$ cat config.mk
export PLATFORM = sky130hd
export DESIGN_NAME = alu_op_sequencer
export DESIGN_NICKNAME = d
export VERILOG_FILES = /design/src/rtl/alu_op_sequencer.sv
export SDC_FILE = /design/constraint.sdc
export NUM_CORES = 1
export LEC_CHECK = 0
export CAP_MARGIN = 20
export CORE_ASPECT_RATIO = 1.5
export CORE_MARGIN = 4
export CORE_UTILIZATION = 58
export DETAILED_ROUTE_END_ITERATION = 10
export GPL_TIMING_DRIVEN = 0
export PLACE_DENSITY = 0.86
export SYNTH_ARGS = -nofsm -noshare
export SYNTH_HDL_FRONTEND = slang
export SYNTH_SLANG_ARGS = --single-unit
$ cat constraint.sdc
create_clock -name clk -period 4.4 [get_ports clk]
set_input_delay 0.88 -clock clk [delete_from_list [all_inputs] [get_ports clk]]
set_output_delay 0.88 -clock clk [all_outputs]
set_load 0.01 [all_outputs]
$ cat src/rtl/alu_op_sequencer.sv
// Program buffer and issue FSM that steps a queued list of register-register ALU ops
// through the datapath, holding operands SETTLE cycles before a single write pulse.
module alu_op_sequencer #(
  parameter int unsigned DEPTH  = 8,
  parameter int unsigned SETTLE = 1
) (
  input  logic                     clk,
  input  logic                     reset,
  input  logic                     load_valid,
  input  logic [14:0]              load_instr,
  output logic                     load_ready,
  input  logic                     clear,
  input  logic                     start,
  output logic                     busy,
  output logic                     done,
  output logic [$clog2(DEPTH):0]   prog_count,
  output logic [3:0]               dp_rs,
  output logic [3:0]               dp_rt,
  output logic [3:0]               dp_rd,
  output logic [3:0]               dp_alu_control,
  output logic                     dp_wrReg,
  input  logic [31:0]              dp_result,
  output logic [31:0]              last_result
);

  localparam int unsigned PW = $clog2(DEPTH);
  localparam int unsigned SW = (SETTLE > 1) ? $clog2(SETTLE) : 1;

  localparam logic [1:0] StIdle  = 2'd0;
  localparam logic [1:0] StIssue = 2'd1;
  localparam logic [1:0] StWrite = 2'd2;
  localparam logic [1:0] StDone  = 2'd3;

  logic [1:0]    state_q, state_d;
  logic [PW:0]   count_d;
  logic [PW-1:0] pc_q, pc_d;
  logic [SW-1:0] settle_q, settle_d;
  logic          load_en;
  logic [14:0]   instr_d;
  logic          drive_ops;

  logic [14:0] prog_mem [DEPTH];

  always_comb begin
    state_d  = state_q;
    count_d  = prog_count;
    pc_d     = pc_q;
    settle_d = settle_q;
    load_en  = 1'b0;
    unique case (state_q)
      StIdle: begin
        // clear empties the buffer first, so a same-cycle start sees an empty program
        if (clear) begin
          count_d = '0;
          if (start) state_d = StDone;
        end else if (start) begin
          if (prog_count != '0) begin
            state_d  = StIssue;
            pc_d     = '0;
            settle_d = '0;
          end else begin
            state_d = StDone;
          end
        end else if (load_valid && load_ready) begin
          load_en = 1'b1;
          count_d = prog_count + (PW+1)'(1);
        end
      end
      StIssue: begin
        if (settle_q == SW'(SETTLE - 1)) state_d = StWrite;
        else                              settle_d = settle_q + SW'(1);
      end
      StWrite: begin
        if ({1'b0, pc_q} == prog_count - (PW+1)'(1)) begin
          state_d = StDone;
        end else begin
          pc_d     = pc_q + PW'(1);
          settle_d = '0;
          state_d  = StIssue;
        end
      end
      StDone: state_d = StIdle;
      default: state_d = StIdle;
    endcase
  end

  // Outputs are registered from next-state values so they line up with the state they describe
  assign instr_d   = prog_mem[pc_d];
  assign drive_ops = (state_d == StIssue) || (state_d == StWrite);

  always_ff @(posedge clk) begin
    if (load_en) prog_mem[prog_count[PW-1:0]] <= load_instr;
  end

  always_ff @(posedge clk) begin
    if (reset) begin
      state_q        <= StIdle;
      prog_count     <= '0;
      pc_q           <= '0;
      settle_q       <= '0;
      load_ready     <= 1'b1;
      busy           <= 1'b0;
      done           <= 1'b0;
      dp_rs          <= '0;
      dp_rt          <= '0;
      dp_rd          <= '0;
      dp_alu_control <= '0;
      dp_wrReg       <= 1'b0;
      last_result    <= '0;
    end else begin
      state_q    <= state_d;
      prog_count <= count_d;
      pc_q       <= pc_d;
      settle_q   <= settle_d;
      load_ready <= (state_d == StIdle) && (count_d < (PW+1)'(DEPTH));
      busy       <= (state_d != StIdle);
      done       <= (state_d == StDone);
      dp_wrReg   <= (state_d == StWrite);
      if (drive_ops) begin
        dp_rd          <= instr_d[11:8];
        dp_rs          <= instr_d[7:4];
        dp_rt          <= instr_d[3:0];
        dp_alu_control <= {1'b0, instr_d[14:12]};
      end else begin
        dp_rd          <= '0;
        dp_rs          <= '0;
        dp_rt          <= '0;
        dp_alu_control <= '0;
      end
      if (state_q == StWrite) last_result <= dp_result;
    end
  end

endmodule
# After elaboration in Yosys (flattened, before gate mapping)
# Memory sizes are Yosys's and may differ from the RTL's. A register that Yosys moved wholly into a read port is not among the register bits.
# Cells that the tools add are included.
totals:
  ff_bits: 47
  mem_bits_rw: 120
  in_bits: 52
  word_cells: 66
  n_memories: 1
classes:
  addsub: 4
  n_lt_le_gt_ge: 1
  n_eq_ne: 11
  n_mux: 28
  n_bitwise: 1
  reduce_logical: 10
mem_list:
  columns: ["memory", "depth", "width", "read_ports", "rd_clocked_by_memory_dff", "wr", "line_no", "text"]
  rows:
  - ["prog_mem", 8, 15, 1, 1, 1, "42", "logic [14:0] prog_mem [DEPTH];"]
ops:
  columns: ["operator", "count"]
  rows:
  - ["two-way mux 4 bit", 4]
  - ["two-way mux 2 bit", 6]
  - ["two-way mux 3 bit", 4]
  - ["two-way mux 1 bit", 11]
  - ["== test 2 bit, second input constant", 4]
  - ["!= test 2 bit, second input constant", 4]
  - ["case mux 2 bit (4 select lines)", 1]
  - ["case mux 3 bit (2 select lines)", 1]
  - ["AND reduction 5 bit", 1]
  - ["adder 4 x 1 -> 4 bit, second input constant", 1]
  - ["== test 2 x 1 -> 1 bit, second input constant", 2]
  - ["== test 3 x 4 -> 1 bit", 1]
  - ["logical NOT 2 bit", 2]
  - ["less-than comparator 4 bit, second input constant", 1]
  - ["nonzero test 4 bit", 1]
  - ["subtractor 4 x 1 -> 4 bit, second input constant", 1]
  - ["adder 3 x 1 -> 3 bit, second input constant", 1]
  - ["case mux 1 bit (3 select lines)", 1]
  - ["nonzero test 3 bit", 1]
  - ["logical AND 1 bit", 2]
  - ["nonzero test 2 bit", 1]
  - ["OR reduction 2 bit", 1]
  - ["adder 1 bit, second input constant", 1]
  - ["logical OR 1 bit", 1]
  - ["inverter 1 bit", 1]

# Depth between registers and ports, before layout
# Gate-level depths: netlist (run 1).
depth:
  ltp_word: 9
  mapped_depth: 15
  depth_no_buf: 12

# Worst setup path after synthesis (run 1)
# No wires, ideal clock.
synth_path:
  path_kind: "register to register"
  start: "reg prog_count[1]"
  end: "reg dp_rd[0]"
  arrival_time_ps: 2973
  required_time_ps: 4273
  path_slack_ps: 1300
  stages_incl_launch_ff: 15
  path_buffers: 2
  period_less_slack_ps: 3100
  path_cell_list: "dfxtp_1 -> buf_6 -> inv_1 -> ha_1 -> xnor2_1 -> xnor2_1 -> o41ai_1 -> o311ai_0 -> inv_1 -> ha_1 -> nor2b_1 -> nand3_1 -> clkbuf_1 -> nor2_1 -> or3_1"
synth_between:
  elab_chain_cells: 9
  elab_cells_between_ends: 18
synth_rtl:
  columns: ["element", "line_no", "text"]
  rows:
  - ["start, declared", "16", "output logic [$clog2(DEPTH):0] prog_count,"]
  - ["start signal, assigned", "112", "prog_count <= count_d;"]
  - ["branches (longest 4 deep; another with subtractor 4 x 1 -> 4 bit)", null, null]
  - ["case mux 2 bit (4 select lines) (*)", "50", "unique case (state_q)"]
  - ["net state_d[1]", "34", "logic [1:0] state_q, state_d;"]
  - ["== test 2 x 1 -> 1 bit / == test 2 bit (equally long branches)", "89", "assign drive_ops = (state_d == StIssue) || (state_d == StWrite);"]
  - ["logical OR 1 bit (*)", "89", null]
  - ["inverter 1 bit (no source line) (*)", null, null]
  - ["OR reduction 2 bit (no source line) (*)", null, null]
  - ["end signal, assigned", "120", "dp_rd <= instr_d[11:8];"]
  - ["end, declared", "19", "output logic [3:0] dp_rd,"]
# Mark *: on every way through the listed nets, which the timed path passes.
# A chain may end at the register's enable or synchronous reset.

# Final worst setup path (run 1)
# Ends and elaborated chain as after synthesis.

==> results of run 1 <==
==> worst paths after layout <==
path / start / end / slack, ns / depth (start not counted)
worst max-delay path: prog_count[1]$_SDFFE_PP0P_ / dp_rd[0]$_SDFF_PP0_ / 0.46 / 14
worst min-delay path: last_result[3]$_SDFFE_PP0P_ / last_result[3]$_SDFFE_PP0P_ / 0.46 / 2
worst max register to register: prog_count[1]$_SDFFE_PP0P_ / dp_rd[0]$_SDFF_PP0_ / 0.46 / 14
worst min register to register: last_result[3]$_SDFFE_PP0P_ / last_result[3]$_SDFFE_PP0P_ / 0.46 / 2
==> routing by layer <==
layer	track usage, %	vias up	routed length (um)
met5	0	-	0
met4	12.40	0	661
met3	8.211	59	1527
met2	46.84	269	9392
met1	25.73	2347	5754
li1	-	2277	-
==> through the flow <==
stage | instances | hold slack, ns | util, % | setup slack [ns]
floorplan | 554 | 0.4805 | - | 1.300
global placement | 812 | 0.4413 | 69.35 | -0.1220
detailed placement | 820 | 0.4507 | 70.35 | 0.1759
CTS | 852 | 0.4579 | 75.23 | 0.4956
global route | 852 | 0.4864 | 75.23 | 0.3151
finish | 852 | 0.4577 | 75.23 | 0.4561
==> synth_stat cells, drive strengths merged <==
cell type	count	area share [%]
edfxtp	120	51
nand2	103	5.5
dfxtp	60	17
mux2i	47	6.7
nor2	45	2.4
a21oi	35	2.5
clkbuf	20	1.1
mux2	16	2.6
o22ai	16	1.4
or3	16	1.4
a311oi	15	1.9
buf	13	1.1
ha	7	1.2
nor2b	5	0.44
nor3	5	0.35
inv	4	0.21
nor3b	3	0.32
xnor2	3	0.37
and2	2	0.18
nand3	2	0.14
nand3b	2	0.21
o311ai	2	0.25
or3b	2	0.25
a211oi	1	0.11
a22oi	1	0.11
a41oi	1	0.23
conb	1	0.053
nand2b	1	0.089
nand4	1	0.089
nand4b	1	0.12
o21ai	1	0.071
o31ai	1	0.30
o41ai	1	0.12
xor2	1	0.12
==> cells by family (layout without fill, tap and decap cells) <==
| family | count (synthesis) | in the layout | share of synthesized area [%] |
|---|---|---|---|
| AOI/OAI and AO/OA | 74 | 74 | 6.959 |
| xor gates and xnor gates | 4 | 4 | 0.4972 |
| adders and majority gates | 7 | 7 | 1.243 |
| buffers and inverters | 37 | 182 | 2.343 |
| DFF | 180 | 180 | 68.17 |
| muxes | 63 | 63 | 9.231 |
| other | 1 | 1 | 0.05321 |
| and+or+nand+nor | 188 | 188 | 11.50 |
==> critical path: cells and delay by family, from the launching register on <==
kind	cells	cell delay (ns)
flops	1	0.37
xor+xnor	2	0.35
fa+ha+maj	2	0.45
simple gates	3	0.84
buf+inv	4	1.00
compound gates	3	0.80
==> flip-flops by register name, summed over array words and instances (netlist names) <==
name and flops:
prog_mem 120, last_result 32, dp_rd 4, dp_rs 4, dp_rt 4, prog_count 4, dp_alu_control 3, pc_q 3
state_q 2, busy 1, done 1, dp_wrReg 1, load_ready 1
==> power by group through the flow <==
stage	Clock, mW	Combinational (mW)	Sequential (mW)
after floorplan	0	0.216	1.92
after detailed placement	0	0.443	1.90
after CTS	1.49	0.451	1.87
final	1.48	0.451	1.87
after global routing	1.56	0.484	1.87
after global placement	0	0.428	1.90
==> layout make-up <==
cell class	count	area share, %
inverters	4	0.1669
flip-flops and latches	180	53.42
clock inverters	15	1.753
repair buffers	113	12.69
plain buffers	33	1.669
well taps	153	2.129
multi-input cells	337	23.44
clock buffers	17	4.730
==> impl_metrics.yaml, run 1 <==
run_status:
  status: "completed"
cts:
  cts_buffer_depth: 2
  clock_sinks: 180
  post_cts_resize_count: 0
  root_buffer: "clkbuf_16"
  htreeDepth: 4
  cts_tree: "built"
  path_clk_slew_ns: 0.07
  postCtsSetupBuffers: 0
  insertion_delay_ns: 0.43
  holdBufCountCts: 0
  cts_buffers: 17
cells_and_area:
  final_area_um2: 8994
  area_delta_synth_final_pct: 27.61
  nets: 745
  final_common_cell: "edfxtp_1"
  num_antenna_cells: 0
  drive_above_1_share_pct: 10.59
  multi_input_area_um2: 2108
  fillCellCount: 760
  mostFrequentLayoutCells: "120 x edfxtp_1, 105 x clkdlybuf4s50_1, 103 x nand2_1"
  seq_area_um2: 4805
sta:
  setup_viol: 0
  fin_crit_ns: 3.944
  hold_viol: 0
  fmax_mhz: 253.6
  fin_skew_ns: 0.009549
  worst_pin_slew_ns: 0.9511
  maxSlewViolCount: 0
  final.period_utilization_pct: 89.63
  slew_headroom_pct: 36.25
  rsz0062_at_grt: "false"
  tns_ns: 0
power:
  switchingPower_uw: 901.0
  power_density_nw_per_um2: 422.3
  p_comb_share_pct: 11.9
  p_seq_share_pct: 49.2
  vdd_drop_max_uv: 368.4
  total_power_mw: 3.798
  power_frac_clock_pct: 39.0
  p_sw_share_pct: 23.72
  p_leak_nw: 3.160
  cell_internal_pwr_mw: 2.897
global_routing:
  antenna_found_initial: 0
  grt_max_degree: 17
  gr-usage-all-layers_pct: 25.45
  grt_pass1_vias: 5278
  grt_pass1_wl_um: 27210
  overflow: 0
setup_path:
  crit_chain: "buf_6, inv_1, ha_1, xnor2_1, xnor2_1, o41ai_1, o311ai_0, inv_1, ha_1, nor2b_1, nand3b_1, clkbuf_1, o22ai_1, or3_1"
  critPathKind: "reg -> reg"
  crit_required_ns: 4.69
  cpMaxStageDelayCell: "clkbuf_1"
  worstPathMaxFanout: 10
  cpPeakStageDelay_ns: 0.58
  startpoint_type: "register"
  arrival_ns: 4.24
  endpoint_kind: "register"
routing:
  vias: 4952
  drt_iter0_markers: 364
  drc: 0
  viasPerCell: 5.812
  avgRoutedWirePerCell_um: 20.35
  dr.pass1.iters: 5
  ant_nets: 0
  drt_wl_total_um: 17340
floorplan:
  die_y_um: 143.0
  initial_utilization_pct: 58.95
  placementRows: 49
  die_w_um: 98.01
  pin_count: 108
  coreArea_um2: 11960
  die_area_um2: 14020
synth:
  syn_inst: 554
  mappedNetlistNets: 613
  avgSynthCellArea_um2: 12.72
  syn_area_um2: 7048
  ys_ff_latch: 180
  ys_types: 40
  ys_warn_count: 0
  yosysSeqAreaShare_pct: 68.17
place:
  postPlaceCellArea_um2: 8411
  gp_congestion: 0.8355
  port_buffers: 105
  dp_hpwl_um: 11920
hold_path:
  hold_path.class: "reg -> reg"
job:
  max_cap_viol_count: 0
Note: power is estimated with default switching activity, not from simulation.
==> run 2, diff against run 1 <==
--- a/config.mk
+++ b/config.mk
@@ -8,10 +8,10 @@
 export CAP_MARGIN = 20
 export CORE_ASPECT_RATIO = 1.5
 export CORE_MARGIN = 4
-export CORE_UTILIZATION = 58
+export CORE_UTILIZATION = 54
 export DETAILED_ROUTE_END_ITERATION = 10
 export GPL_TIMING_DRIVEN = 0
-export PLACE_DENSITY = 0.86
+export PLACE_DENSITY = 0.81
 export SYNTH_ARGS = -nofsm -noshare
 export SYNTH_HDL_FRONTEND = slang
 export SYNTH_SLANG_ARGS = --single-unit
==> constraint.sdc (replaced) <==
create_clock -name clk -period 4.26 [get_ports clk]
set_input_delay 0.852 -clock clk [delete_from_list [all_inputs] [get_ports clk]]
set_output_delay 0.852 -clock clk [all_outputs]
set_load 0.1 [all_outputs]
==> run 2 against run 1 <==
Count of clock-buffer cells in the layout increased by 2; core utilization is 3.6 points lower; cell count up 0.47%; sequential power grew 3%; routed wire length decreased by 4.6%; fmax increased by 2.1%; setup slack worse by 0.060 ns; clock power is 12% higher; sequential cell count stayed put; critical endpoint unchanged; largest power group unchanged.
==> impl_metrics.yaml, run 2 (same netlist as run 1, synthesis figures left out) <==
run_status:
  status: "completed"
setup_path:
  worstPathMaxFanout: 10
  r2r_setup_slack_ns: 0.40
  crit-reg2reg-launch: "prog_count[1]$_SDFFE_PP0P_"
  critPathKind: "reg -> reg"
  endpoint_kind: "register"
  r2r_cells: 14
  worstReg2RegEnd: "dp_rd[0]$_SDFF_PP0_"
  startpoint_type: "register"
  crit_required_ns: 4.56
  arrival_ns: 4.16
cells_and_area:
  final_common_cell: "edfxtp_1"
  num_antenna_cells: 0
  fin_util_pct: 71.66
  finalNonFillerCells: 856
  mostFrequentLayoutCells: "120 x edfxtp_1, 105 x clkdlybuf4s50_1, 103 x nand2_1"
  nets: 746
  area_delta_synth_final_pct: 28.49
  seq_area_um2: 4805
  final_area_um2: 9056
  fillCellCount: 836
  largest_reg_flops: 120
  multi_input_area_um2: 2108
  drive_above_1_share_pct: 10.43
hold_path:
  hold_start: "last_result[23]$_SDFFE_PP0P_"
  hold_path.class: "reg -> reg"
  holdPathStages: 2
  hold_end: "last_result[23]$_SDFFE_PP0P_"
cts:
  post_cts_resize_count: 0
  insertion_delay_ns: 0.43
  cts_buffer_depth: 2
  root_buffer: "clkbuf_16"
  postCtsSetupBuffers: 0
  holdBufCountCts: 0
  htreeDepth: 4
  cts_buffers: 17
  clock_sinks: 180
  path_clk_slew_ns: 0.07
  cts_tree: "built"
sta:
  fin_skew_ns: 0.009187
  rsz0062_at_grt: "false"
  hold_viol: 0
  maxSlewViolCount: 0
  setup_ws_ns: 0.3962
  tns_ns: 0
  slew_headroom_pct: 31.23
  fmax_mhz: 258.8
  fin_crit_ns: 3.864
  worst_pin_slew_ns: 1.028
  setup_viol: 0
  final.period_utilization_pct: 90.70
  hold_ws_ns: 0.4575
power:
  p_sw_share_pct: 27.90
  power_density_nw_per_um2: 477.3
  switchingPower_mw: 1.206
  power_frac_clock_pct: 38.3
  vdd_drop_max_uv: 351.0
  p_comb_share_pct: 17.1
  p_leak_nw: 3.182
  total_power_mw: 4.322
  cell_internal_pwr_mw: 3.117
  p_seq_share_pct: 44.6
floorplan:
  die_w_um: 101.3
  initial_utilization_pct: 55.77
  coreArea_um2: 12640
  die_y_um: 147.9
  pin_count: 108
  die_area_um2: 14980
  placementRows: 50
global_routing:
  grt_pass1_vias: 5183
  overflow: 0
  grt_pass1_wl_um: 25940
  antenna_found_initial: 0
  gr-usage-all-layers_pct: 22.87
  grt_max_degree: 18
place:
  postPlaceCellArea_um2: 8426
  dp_hpwl_um: 11750
  port_buffers: 105
  place_inst: 824
  place_ws_ns: 0.08602
  gp_congestion: 0.8123
routing:
  vias: 4876
  viasPerCell: 5.696
  drc: 0
  drt_iter0_markers: 350
  dr.pass1.iters: 5
  drt_wl_total_um: 16530
  dr_wl_met2_um: 8797
  maxUsedRoutingLayer: "met4"
  wl_met3_um: 1264
  ant_nets: 0
  avgRoutedWirePerCell_um: 19.31
  wirelength_met1_um: 5831
job:
  max_cap_viol_count: 0
[run 2: worst max path at each step]
stage,from,end,slack (ns)
finish,prog_count[1]$_SDFFE_PP0P_,dp_rd[0]$_SDFF_PP0_,0.40
global route,prog_count[1]$_SDFFE_PP0P_,dp_rd[0]$_SDFF_PP0_,0.13
CTS,prog_count[1]$_SDFFE_PP0P_,dp_rt[2]$_SDFF_PP0_,0.37
detailed placement,clear,dp_rt[2]$_SDFF_PP0_,0.09
global placement,clear,prog_mem[4][12]$_DFFE_PP_,-0.29
floorplan,prog_count[0]$_SDFFE_PP0P_,dp_rd[0]$_SDFF_PP0_,0.40
[run 2: cell type report]
class                      count  share of cell area, %
buffer                        33                  1.658
clock buffer                  19                  4.780
clock inverter                13                  2.183
inverter                       4                 0.1658
multi-input combinational    337                  23.28
sequential                   180                  53.05
tap                          156                  2.155
timing repair buffer         114                  12.72
[run 2: layer usage]
layer,up-vias,GRT usage (%)
li1,2264,-
met1,2347,23.39
met2,213,40.56
met3,52,7.318
met4,0,12.11
met5,-,0
[run 2: power by group through the flow]
stage               Sequential, mW  Combinational, mW  Clock [mW]
finish                        1.93              0.739        1.66
global route                  1.93              0.773        1.74
CTS                           1.93              0.741        1.67
detailed placement            1.97              0.739           0
global placement              1.96              0.722           0
floorplan                     2.26              0.227           0
[run 2: critical path, stage by stage, from the launching register on]
cell and delay [ns]:
dfxtp_1 0.37, buf_6 0.16, inv_1 0.11, ha_1 0.21, xnor2_1 0.17, xnor2_1 0.18
o41ai_1 0.32, o311ai_0 0.27, inv_1 0.14, ha_1 0.23, nor2b_1 0.17, nand3b_1 0.28
clkbuf_1 0.57, o22ai_1 0.19, or3_1 0.35
==> RTL edit 1, RTL diff (config.mk and constraints of run 2) <==
Put one more register stage on the output `prog_count`. The value now appears one clock later. The other outputs are not delayed to match.
--- a/src/rtl/alu_op_sequencer.sv
+++ b/src/rtl/alu_op_sequencer.sv
@@ -31,6 +31,8 @@
   localparam logic [1:0] StWrite = 2'd2;
   localparam logic [1:0] StDone  = 2'd3;
 
+  logic [$clog2(DEPTH):0] prog_count_s0;
+
   logic [1:0]    state_q, state_d;
   logic [PW:0]   count_d;
   logic [PW-1:0] pc_q, pc_d;
@@ -43,7 +45,7 @@
 
   always_comb begin
     state_d  = state_q;
-    count_d  = prog_count;
+    count_d  = prog_count_s0;
     pc_d     = pc_q;
     settle_d = settle_q;
     load_en  = 1'b0;
@@ -54,7 +56,7 @@
           count_d = '0;
           if (start) state_d = StDone;
         end else if (start) begin
-          if (prog_count != '0) begin
+          if (prog_count_s0 != '0) begin
             state_d  = StIssue;
             pc_d     = '0;
             settle_d = '0;
@@ -63,7 +65,7 @@
           end
         end else if (load_valid && load_ready) begin
           load_en = 1'b1;
-          count_d = prog_count + (PW+1)'(1);
+          count_d = prog_count_s0 + (PW+1)'(1);
         end
       end
       StIssue: begin
@@ -71,7 +73,7 @@
         else                              settle_d = settle_q + SW'(1);
       end
       StWrite: begin
-        if ({1'b0, pc_q} == prog_count - (PW+1)'(1)) begin
+        if ({1'b0, pc_q} == prog_count_s0 - (PW+1)'(1)) begin
           state_d = StDone;
         end else begin
           pc_d     = pc_q + PW'(1);
@@ -89,13 +91,13 @@
   assign drive_ops = (state_d == StIssue) || (state_d == StWrite);
 
   always_ff @(posedge clk) begin
-    if (load_en) prog_mem[prog_count[PW-1:0]] <= load_instr;
+    if (load_en) prog_mem[prog_count_s0[PW-1:0]] <= load_instr;
   end
 
   always_ff @(posedge clk) begin
     if (reset) begin
       state_q        <= StIdle;
-      prog_count     <= '0;
+      prog_count_s0  <= '0;
       pc_q           <= '0;
       settle_q       <= '0;
       load_ready     <= 1'b1;
@@ -109,7 +111,7 @@
       last_result    <= '0;
     end else begin
       state_q    <= state_d;
-      prog_count <= count_d;
+      prog_count_s0 <= count_d;
       pc_q       <= pc_d;
       settle_q   <= settle_d;
       load_ready <= (state_d == StIdle) && (count_d < (PW+1)'(DEPTH));
@@ -131,4 +133,8 @@
     end
   end
 
+  always_ff @(posedge clk) begin
+    prog_count <= prog_count_s0;
+  end
+
 endmodule
Formal check against the unedited RTL: not equivalent (Yosys sat finds a counterexample within 4 cycles, from zero or initial values and one cycle with reset high).
==> RTL edit 1 against run 2 <==
Critical path type unchanged; highest routed layer unchanged; routed wire length increased by 17%; clock power shrank 5%; design area rose by 4.2%; largest power group unchanged; power is 0.55% higher; hold slack worse by 0.070 ns; combinational power rose by 9.9%; cell count increased by 7.4%; setup slack improved by 0.28 ns; area after synthesis up 5.9%; sequential cell count up 4.
==> RTL edit 1: results (changes against run 2) <==
[run_status]
status = complete, no violations

[layout]
nets = 803  ; +7.6%
drive_gt1_share_pct = 11.1  ; +0.67 points

[placement]
hpwlAfterDp_um = 13600  ; +15%
place_congestion = 0.863  ; +6.2%
place_ws_ns = 0.495  ; +0.409 ns

[route]
routed-wl-met3_um = 1810  ; +43%
met2RoutedLength_um = 10100  ; +15%
routedWlPerCell_um = 21.0  ; +8.9%
via_per_inst = 6.02  ; +5.7%
drtIter0Drc = 481  ; +37%

[synthesis]
synth-xor-area-share_pct = 0.788  ; +0.29 points
synthTopCellsByArea = edfxtp_1 (48%), dfxtp_1 (17%), o211ai_1 (6.7%)
syn_nets = 671  ; +9.5%
synth_adder_area_share_pct = 1.17  ; -0.069 points
muxShareOfSynthArea_pct = 0.134  ; -9.1 points
yosysUniqueCellTypes = 52  ; +30%
synth_common_cells = edfxtp_1 (120), nand2_1 (71), o211ai_1 (67), dfxtp_1 (64), inv_1 (49)
synth_compound_area_share_pct = 16.3  ; +9.3 points
yosysSeqAreaShare_pct = 65.4  ; -2.7 points

[critical_path]
crit_end = dp_rd[1]
r2r_slack_ns = 0.67  ; +0.28 ns
reg2regPathDepth = 13  ; -1
cp-startpoint = prog_count_s0[0]
worstPathArrival_ns = 3.97  ; -0.19 ns
reg2reg_to = dp_rd[1]

[timing]
max_slew_margin_pct = 32.2  ; +1.0 points
finClkSkew_ns = 0.00985  ; +0.000664 ns
fin_ws_ns = 0.672  ; +0.276 ns

[grt]
grt_max_degree = 17  ; -1
grt_first_pass_wirelength_um = 30200  ; +16%
first_global_vias = 5752  ; +11%
grtUsageTotal_pct = 24.5  ; +1.7 points

[min_path]
whs_endpoint = prog_count[1]
hold_class = register to register
holdPathStages = 0  ; -2

[power_and_ir_drop]
irDropWorstVdd_mv = 0.317  ; -9.7%

[floorplanning]
dieArea_um2 = 15800  ; +5.5%

[clocking]
cts_root_buf = clkbuf_16

[RTL edit 1: cell types whose count changed in the layout (fill, tap and decap cells not counted), sizes merged, moves of 15 or more]
cell	change
nand3	+44
or3	-15
a31oi	+17
o211ai	+74
nand2	-31
mux2i	-46
o22ai	-15
inv	+42
mux2	-16
nor2	-26
[RTL edit 1: power breakdown]
part / internal, uW / switching, uW
clock network: 918 / 653
logic: 228 / 584
registers: 1940 / 20.8
[RTL edit 1: layer usage]
metal  vias up  GRT usage [%]
met1      2636           26.1
met2       325           44.3
li1       2519              -
met3        54           7.30
met4         0           11.2
met5         -              0
[RTL edit 1: per-stage QoR]
step                      area, um^2  power (uW)  utilization [%]  hold WS [ns]  instances
after CTS                       9440        4360             69.7         0.385        919
after detailed placement        8850        2800             65.4         0.389        887
after floorplan                 7460        2550                -         0.367        612
final                           9440        4350             69.7         0.388        919
after global routing            9440        4480             69.7         0.392        919
after global placement          8720        2780             64.4         0.376        879
[RTL edit 1: worst max-delay path, cell delays in order (launching register included)]
cell,delay (ns)
dfxtp_1,0.47
inv_1,0.14
ha_1,0.35
xor2_1,0.18
and3_4,0.20
buf_6,0.13
a31oi_1,0.25
inv_1,0.12
ha_1,0.29
nor2b_1,0.24
o2111ai_1,0.42
buf_2,0.35
a31oi_1,0.22
a32o_1,0.15
[RTL edit 1: cell families after synthesis]
logic type	Yosys count
adder cells (fa/ha/maj)	7
other	1
AND/OR/NAND/NOR	161
XOR/XNOR	5
buffers and inverters	96
AO/OA/AOI/OAI	157
flip-flops	184
multiplexers	1
[RTL edit 1: cell type report]
type	instances	area (um^2)
fill	947	4100
timing repair buffer	113	1150
clock inverter	13	155
clock buffer	19	433
buffer	47	283
inverter	49	184
multi-input combinational	332	2150
sequential	184	4880
tap	162	203
==> RTL edit 2, RTL diff (settings of run 2) <==
Made on the original files. The parameter `DEPTH` goes from 8 to 4.
--- a/src/rtl/alu_op_sequencer.sv
+++ b/src/rtl/alu_op_sequencer.sv
@@ -1,7 +1,7 @@
 // Program buffer and issue FSM that steps a queued list of register-register ALU ops
 // through the datapath, holding operands SETTLE cycles before a single write pulse.
 module alu_op_sequencer #(
-  parameter int unsigned DEPTH  = 8,
+  parameter int unsigned DEPTH  = 4,
   parameter int unsigned SETTLE = 1
 ) (
   input  logic                     clk,
Ports: changed (resized prog_count); port bits go from 108 to 107. The function was not compared with the original's and may differ.
==> RTL edit 2 against run 2 <==
Combinational power is 27% lower; area after synthesis is 39% lower; hold slack worse by 0.0079 ns; power is 27% lower; largest cell class unchanged; setup slack better by 0.81 ns; design area is 33% lower; non-clock buffer count is 20 lower; sequential cell count is 62 lower; critical path type unchanged; routed wire length is 43% lower.
==> RTL edit 2: results (changes against run 2) <==
[clocking]
ctsResizeCount = 0  ; unchanged
clkLatencyLatePin_ns = 0.41  ; -0.02 ns
cts_buffers = 17  ; unchanged
clock_path_buffers = 2  ; unchanged
cts_root_buf = clkbuf_16
post-cts-setup-buffers = 0  ; unchanged
clkSlewWorstSetupHoldPaths_ns = 0.05  ; -0.02 ns
htree_levels = 4  ; unchanged

[synthesis]
yosysSeqAreaShare_pct = 69.1  ; +0.89 points
synthArstFlopShare_pct = 0  ; unchanged
synthTopCellsByArea = edfxtp_1 (42%), dfxtp_1 (27%), mux2i_1 (7.0%)
synth-main-ff-cell = edfxtp_1
yosysWarnings = 0  ; unchanged
syn_nets = 405  ; -34%
synth_common_cells = nand2_1 (68), edfxtp_1 (60), dfxtp_1 (58), a21oi_1 (35), mux2i_1 (30)
yosysUniqueCellTypes = 37  ; -7.5%
synth_edf_count = 60  ; -50%

[layout]
largest_reg_flops = 60  ; -50%
nets = 528  ; -29%
nFillCells = 476  ; -43%
drive_gt1_share_pct = 7.47  ; -3.0 points
num_antenna_cells = 0  ; unchanged

[critical_path]
reg2reg_from = prog_count[0]
cp_max_fo = 10  ; unchanged
worstPathArrival_ns = 3.31  ; -0.85 ns
reg2regPathDepth = 9  ; -5
r2r_slack_ns = 1.20  ; +0.81 ns
reg2reg_to = dp_rs[3]

[power_and_ir_drop]
power.leakage_uw = 0.00216  ; -32%
p_switching_uw = 866  ; -28%
irDropWorstVdd_mv = 0.346  ; -1.4%

[grt]
first_global_vias = 3163  ; -39%
grt_max_degree = 17  ; -1
antenna_found_initial = 0  ; unchanged
grt_first_pass_wirelength_um = 14900  ; -43%
grtUsageTotal_pct = 21.6  ; -1.3 points

[timing]
max_slew_margin_pct = 31.1  ; -0.16 points
finClkSkew_ns = 0.00513  ; -0.00406 ns

[min_path]
hold_class = register to register
min_from = last_result[20]
whs_endpoint = last_result[20]
holdPathStages = 2  ; unchanged

[route]
drc = 0  ; unchanged
first_pass_iters = 4  ; -1
vias = 3025  ; -38%
routedWlPerCell_um = 16.2  ; -16%
drtIter0Drc = 109  ; -69%

[placement]
place_area_um2 = 5460  ; -35%
port_buffers = 104  ; -0.95%
hpwlAfterDp_um = 6450  ; -45%
place_congestion = 0.804  ; -0.97%

[run_status]
status = complete, no violations

==> RTL edit 2: worst max-delay path by stage <==
| stage | start | endpoint | slack [ns] | depth (start not counted) |
|---|---|---|---|---|
| 6_report | prog_count[0] | dp_rs[3] | 1.20 | 9 |
| 5_1_grt | prog_count[0] | dp_rs[3] | 0.99 | 9 |
| 4_1_cts | prog_count[0] | dp_rs[3] | 1.20 | 9 |
| 3_5_place_dp | clear | dp_rs[3] | 0.99 | 9 |
| 3_3_place_gp | clear | dp_rt[2] | 1.04 | 9 |
| 2_1_floorplan | prog_count[0] | dp_alu_control[2] | 0.96 | 10 |
==> RTL edit 2: power by group through the flow <==
stage / registers (uW) / clock network [uW] / logic [uW]
floorplan: 1530 / 0 / 132
global placement: 1270 / 0 / 536
detailed placement: 1280 / 0 / 543
CTS: 1250 / 1380 / 547
global route: 1260 / 1440 / 569
finish: 1250 / 1370 / 543
==> RTL edit 2: through the flow <==
| step | setup WS [ns] | utilization [%] | instances | total power, uW | hold slack (ns) |
|---|---|---|---|---|---|
| after floorplan | 0.963 | - | 346 | 1660 | 0.479 |
| final | 1.20 | 78.7 | 584 | 3160 | 0.450 |
| after global routing | 0.990 | 78.7 | 584 | 3260 | 0.477 |
| after global placement | 1.04 | 71.3 | 552 | 1810 | 0.442 |
| after CTS | 1.20 | 78.7 | 584 | 3180 | 0.452 |
| after detailed placement | 0.992 | 71.3 | 552 | 1820 | 0.446 |
==> RTL edit 2: cell type report <==
cell class	instances	area, um^2	area share (%)
sequential	118	2960	49.1
multi-input combinational	201	1210	20.0
timing repair buffer	104	1040	17.3
clock buffer	19	433	7.18
clock inverter	13	138	2.28
tap	102	128	2.12
buffer	23	104	1.72
inverter	4	15.0	0.249
==> RTL edit 2: critical path, cell delays in order (launching register included) <==
cell and delay (ns):
dfxtp_1 0.45, inv_1 0.14, ha_1 0.35, xnor2_1 0.15
or3_4 0.37, o22ai_1 0.27, ha_1 0.30, nand3b_1 0.23
clkbuf_1 0.48, o22ai_1 0.16
==> RTL edit 2: layer usage <==
metal	up-vias	part of all wire, %	routed length [um]	GRT usage (%)
li1	1471	-	-	-
met1	1416	37	3520	21.5
met2	125	53	5000	38.8
met3	13	8.5	807	9.80
met4	0	1.3	127	8.23
met5	-	0	0	0
==> RTL edit 2: cells by family (layout without fill, tap and decap cells) <==
group	Yosys count	after routing	share of synthesized area (%)
other	1	1	0.0874
multiplexers	30	30	7.00
AO/OA/AOI/OAI	59	59	7.61
adder cells (fa/ha/maj)	7	7	2.04
flip-flops	118	118	69.1
AND/OR/NAND/NOR	100	100	10.6
buffers and inverters	27	163	2.77
XOR/XNOR	4	4	0.817
